--- src/rtl/ram_fifo_pkg.sv ---
// Shared constants and types for the ram_fifo family.
// Default geometry, plus the fifo_state type used for debug and bench coverage.
package ram_fifo_pkg;

  localparam int DEF_WIDTH = 4;
  localparam int DEF_DEPTH = 4;

  typedef enum logic [1:0] {
    EMPTY   = 2'd0,
    PARTIAL = 2'd1,
    FULL    = 2'd2
  } fifo_state_t;

  // Occupancy class derived purely from the count.
  function automatic fifo_state_t state_of(input int unsigned cnt, input int unsigned depth);
    if (cnt == 0)     return EMPTY;
    if (cnt >= depth) return FULL;
    return PARTIAL;
  endfunction

endpackage

--- src/rtl/ram_fifo_mem.sv ---
// Register-array RAM backing the FIFO.
// It has a synchronous write port and an asynchronous read port.
module ram_fifo_mem
  import ram_fifo_pkg::*;
#(
  parameter  int WIDTH = DEF_WIDTH,
  parameter  int DEPTH = DEF_DEPTH,
  localparam int AW    = $clog2(DEPTH)
) (
  input  logic             clk,
  input  logic             we,
  input  logic [AW-1:0]    waddr,
  input  logic [WIDTH-1:0] wdata,
  input  logic [AW-1:0]    raddr,
  output logic [WIDTH-1:0] rdata
);

  logic [WIDTH-1:0] mem [DEPTH];

  // NOTE: storage has no reset. The FIFO never exposes an entry before it is written, so the
  // array can stay plain flops with no reset network.
  // NOTE: sequential state uses non-blocking assignments so every flop samples pre-edge values.
  always_ff @(posedge clk) begin
    if (we) mem[waddr] <= wdata;
  end

  assign rdata = mem[raddr];

endmodule

--- src/rtl/ram_fifo_4x4.sv ---
// First-word-fall-through FIFO with valid/ready handshakes on both sides, built on ram_fifo_mem.
// Optional macro RAM_FIFO_ALMOST_FLAGS_EN adds the almost_full and almost_empty outputs.
module ram_fifo_4x4
  import ram_fifo_pkg::*;
#(
  parameter  int WIDTH = DEF_WIDTH,
  parameter  int DEPTH = DEF_DEPTH,
  localparam int AW    = $clog2(DEPTH)
) (
  input  logic             clk,
  input  logic             rst_n,
  input  logic             in_valid,
  input  logic [WIDTH-1:0] in_data,
  output logic             in_ready,
  output logic             out_valid,
  output logic [WIDTH-1:0] out_data,
  input  logic             out_ready,
  output logic [AW:0]      count,
  output logic             full,
  output logic             empty
`ifdef RAM_FIFO_ALMOST_FLAGS_EN
  ,
  output logic             almost_full,
  output logic             almost_empty
`endif
);

  localparam logic [AW:0] CNT_FULL = (AW+1)'(DEPTH);
  localparam logic [AW:0] CNT_ONE  = (AW+1)'(1);

  logic [AW-1:0]    wr_ptr;
  logic [AW-1:0]    rd_ptr;
  logic [WIDTH-1:0] rdata;
  logic             push;
  logic             pop;

  // Status flags decode the registered count only; no pop-to-push pass-through while full.
  assign full      = (count == CNT_FULL);
  assign empty     = (count == '0);
  assign in_ready  = ~full;
  assign out_valid = ~empty;
  assign push      = in_valid & in_ready;
  assign pop       = out_valid & out_ready;

`ifdef RAM_FIFO_ALMOST_FLAGS_EN
  assign almost_full  = (count >= CNT_FULL - CNT_ONE);
  assign almost_empty = (count <= CNT_ONE);
`endif

  ram_fifo_mem #(
    .WIDTH (WIDTH),
    .DEPTH (DEPTH)
  ) u_mem (
    .clk   (clk),
    .we    (push),
    .waddr (wr_ptr),
    .wdata (in_data),
    .raddr (rd_ptr),
    .rdata (rdata)
  );

  // NOTE: out_data gets its default first, so no path through this block can infer a latch.
  always_comb begin
    out_data = '0;
    if (!empty) out_data = rdata;
  end

  // Pointers wrap naturally because DEPTH is a power of two.
  always_ff @(posedge clk or negedge rst_n) begin
    if (!rst_n) begin
      wr_ptr <= '0;
      rd_ptr <= '0;
      count  <= '0;
    end else begin
      if (push) wr_ptr <= wr_ptr + AW'(1);
      if (pop)  rd_ptr <= rd_ptr + AW'(1);
      case ({push, pop})
        2'b10:   count <= count + CNT_ONE;
        2'b01:   count <= count - CNT_ONE;
        default: count <= count;
      endcase
    end
  end

endmodule
--- config.mk ---
export PLATFORM = sky130hd
export DESIGN_NAME = ram_fifo_4x4
export DESIGN_NICKNAME = d
export VERILOG_FILES = /design/src/rtl/ram_fifo_pkg.sv /design/src/rtl/ram_fifo_mem.sv /design/src/rtl/ram_fifo_4x4.sv
export SDC_FILE = /design/constraint.sdc
export NUM_CORES = 1
export LEC_CHECK = 0
export BUFFER_PORTS_ARGS = -buffer_cell sky130_fd_sc_hd__buf_2
export CAP_MARGIN = 20
export CORE_MARGIN = 4
export CORE_UTILIZATION = 60
export CTS_BUF_LIST = sky130_fd_sc_hd__clkbuf_8
export DETAILED_ROUTE_END_ITERATION = 12
export GPL_TIMING_DRIVEN = 1
export PLACE_DENSITY = 0.85
export SETUP_SLACK_MARGIN = 0.5
export SLEW_MARGIN = 20
export SYNTH_ARGS = -nofsm -noshare
export SYNTH_HDL_FRONTEND = slang
export SYNTH_SLANG_ARGS = --single-unit
--- constraint.sdc ---
create_clock -name clk -period 5.5 [get_ports clk]
set_input_delay 1.1 -clock clk [delete_from_list [all_inputs] [get_ports clk]]
set_output_delay 1.1 -clock clk [all_outputs]
set_load 0.05 [all_outputs]
==> results.sh <==
export IMPL_hold_viol=0
export IMPL_routedWlPerCell_um=16.7
export IMPL_reg2reg_setup_slack_ns=3.37
export IMPL_post_cts_repair_setup_buffers=0
export IMPL_synth_seq_area_share_pct=62.9
export IMPL_cts_tree="yes"
export IMPL_drt_initial_drc_count=7
export IMPL_numCtsBuffers=3
export IMPL_fin_crit_sh_pct=51.2
export IMPL_grt_pass1_wl_um=2830
export IMPL_ys_ff_latch=23
export IMPL_syn2layout_area_growth_pct=13.7
export IMPL_setup_viol=0
export IMPL_cp_start_kind="flip-flop"
export IMPL_io_pins=19
export IMPL_rr_startpoint="count[0]$_DFFE_PN0P_"
export IMPL_setup_tns_ns=0
export IMPL_grt_start_max_net_pins=15
export IMPL_max_freq_mhz=355
export IMPL_cap_violations=0
export IMPL_drc=0
export IMPL_finalMaxSlewViolations=0
export IMPL_worstPathRequired_ns=4.40
export IMPL_num_vias=549
export IMPL_floorplan_rows=14
export IMPL_clockBufferDepth=2
export IMPL_h_tree_depth=1
export IMPL_syn_num_nets=79
export IMPL_core_area_um2=1580
export IMPL_hp_start="count[0]$_DFFE_PN0P_"
export IMPL_worst_hold_path_type="reg -> reg"
export IMPL_synth_main_ff_cell="edfxtp_1"
export IMPL_min_to="count[0]$_DFFE_PN0P_"
export IMPL_wirelength_um=1680
export IMPL_synth_edf_count=16
export IMPL_syn_inst=65
export IMPL_initial_core_util_pct=66.1
export IMPL_r2r_end="count[1]$_DFFE_PN0P_"
export IMPL_die_x_um=49.7
export IMPL_yosys_cell_count_top_type="edfxtp_1"
export IMPL_avgSynthCellArea_um2=16.0
export IMPL_insertion_delay_ns=0.26
export IMPL_grt_overflow=0
export IMPL_firstDrtPassIters=4
export IMPL_grt_pass1_vias=586
export IMPL_critPathKind="reg -> out"
export IMPL_end_kind="primary output"
export IMPL_min_path_cells=1
export IMPL_relSlewSlack_pct=79.5
export IMPL_synth_area_leaders="edfxtp_1, dfrtp_1, mux4_2, ha_1, and2_1"
export IMPL_place_port_buffers=18
export IMPL_grt_usage_pct=16.0
export IMPL_cts_hold_buffers=0
export IMPL_place_gp_congestion=0.709
export IMPL_worstMarginPinSlew_ns=0.308
export IMPL_cts_root_buffer_cell="clkbuf_8"
export IMPL_outcome="finished, final reports clean"
export IMPL_cts_sinks=23
export IMPL_grt_antenna_before_repair=0
export IMPL_fin_nets=100
export IMPL_arrival_ns=1.71
export IMPL_rsz0062_at_grt="no"
export IMPL_num_antenna_cells=0
export IMPL_skew_ns=0.000938
export IMPL_dp_hpwl_um=1330
export IMPL_synth_top_area_share_pct=46.1
export IMPL_clk_pin_slew_ns=0.08
export IMPL_synth_top_area_cell="edfxtp_1"
export IMPL_ys_types=19
export IMPL_synthArstFlopShare_pct=30.4
export IMPL_netlist_area_um2=1040
export IMPL_die_area_um2=2470
export IMPL_holdWs_ns=0.515
export IMPL_period_needed_ns=2.81
export IMPL_ff2ff_path_depth=6
export IMPL_die_y_um=49.7
export IMPL_post_drt_via_cell_ratio=5.44
export IMPL_ys_warn_count=0
export IMPL_ant_nets=0
export IMPL_synthTopCellsByCount="edfxtp_1, inv_1, and2_1, dfrtp_1, ha_1"
export IMPL_drive_gt1_share_pct=35.3
export IMPL_cts_resized=0
export IMPL_cp_max_fo=6
[cell type report]
cell class | count | area, µm²
clock buffer | 3 | 41.3
clock inverter | 1 | 7.51
fill | 111 | 392
inverter | 8 | 30.0
multi-input combinational | 32 | 340
sequential | 23 | 656
tap | 16 | 20.0
timing repair buffer | 18 | 90.1
[worst max path at each step]
| stage | startpoint | to | cells past startpoint |
|---|---|---|---|
| floorplan | count[2]$_DFFE_PN0P_ | count[2]$_DFFE_PN0P_ | 10 |
| global placement | rd_ptr[0]$_DFFE_PN0P_ | out_data[3] | 3 |
| detailed placement | rd_ptr[0]$_DFFE_PN0P_ | out_data[3] | 3 |
| CTS | rd_ptr[0]$_DFFE_PN0P_ | out_data[3] | 3 |
| global route | rd_ptr[0]$_DFFE_PN0P_ | out_data[3] | 3 |
| finish | rd_ptr[0]$_DFFE_PN0P_ | out_data[3] | 3 |
[critical path, cell delays in order (launching register included)]
cell and delay (ns):
dfrtp_1 0.53, mux4_2 0.53, and2_2 0.20, buf_2 0.20
[registers in the layout (all words and copies together) (netlist names)]
name,cells
u_mem.mem,16
count,3
rd_ptr,2
wr_ptr,2
[cells by family after synthesis]
group	Yosys count	share of synthesized area (%)
flip-flops	23	62.9
AND/OR/NAND/NOR	14	9.00
buffers and inverters	10	4.44
XOR/XNOR	6	5.04
multiplexers	6	10.7
adder cells (fa/ha/maj)	6	7.92
[cell usage in the layout (no fill, tap or decap)]
cell type	count
xor2_1	3
xnor2_1	3
and2_2	1
or3_1	1
clkbuf_8	3
clkinvlp_4	1
ha_1	5
nand3_1	2
and2_1	7
mux2i_1	1
buf_2	18
dfrtp_1	7
nor2b_4	1
fa_1	1
edfxtp_1	16
inv_1	8
nor2_1	1
and2_4	1
mux4_2	4
mux2_2	1
[layer usage]
metal | vias to the layer above | global-route usage, % | wire length [µm]
li1 | 263 | - | -
met1 | 268 | 19.1 | 670
met2 | 14 | 27.5 | 903
met3 | 4 | 3.92 | 78
met4 | 0 | 6.45 | 30
met5 | - | 0 | 0
[stage by stage]
stage               setup slack, ns  instances  cell area [µm²]  utilization [%]
floorplan                      2.51         65             1040                -
global placement               2.96         97             1140             72.1
detailed placement             2.95         97             1140             72.1
CTS                            2.67        101             1180             75.2
global route                   2.57        101             1180             75.2
finish                         2.69        101             1180             75.2
Power is not shown: default switching activity piles up to over one toggle a cycle in this logic, so the estimate is an artifact.
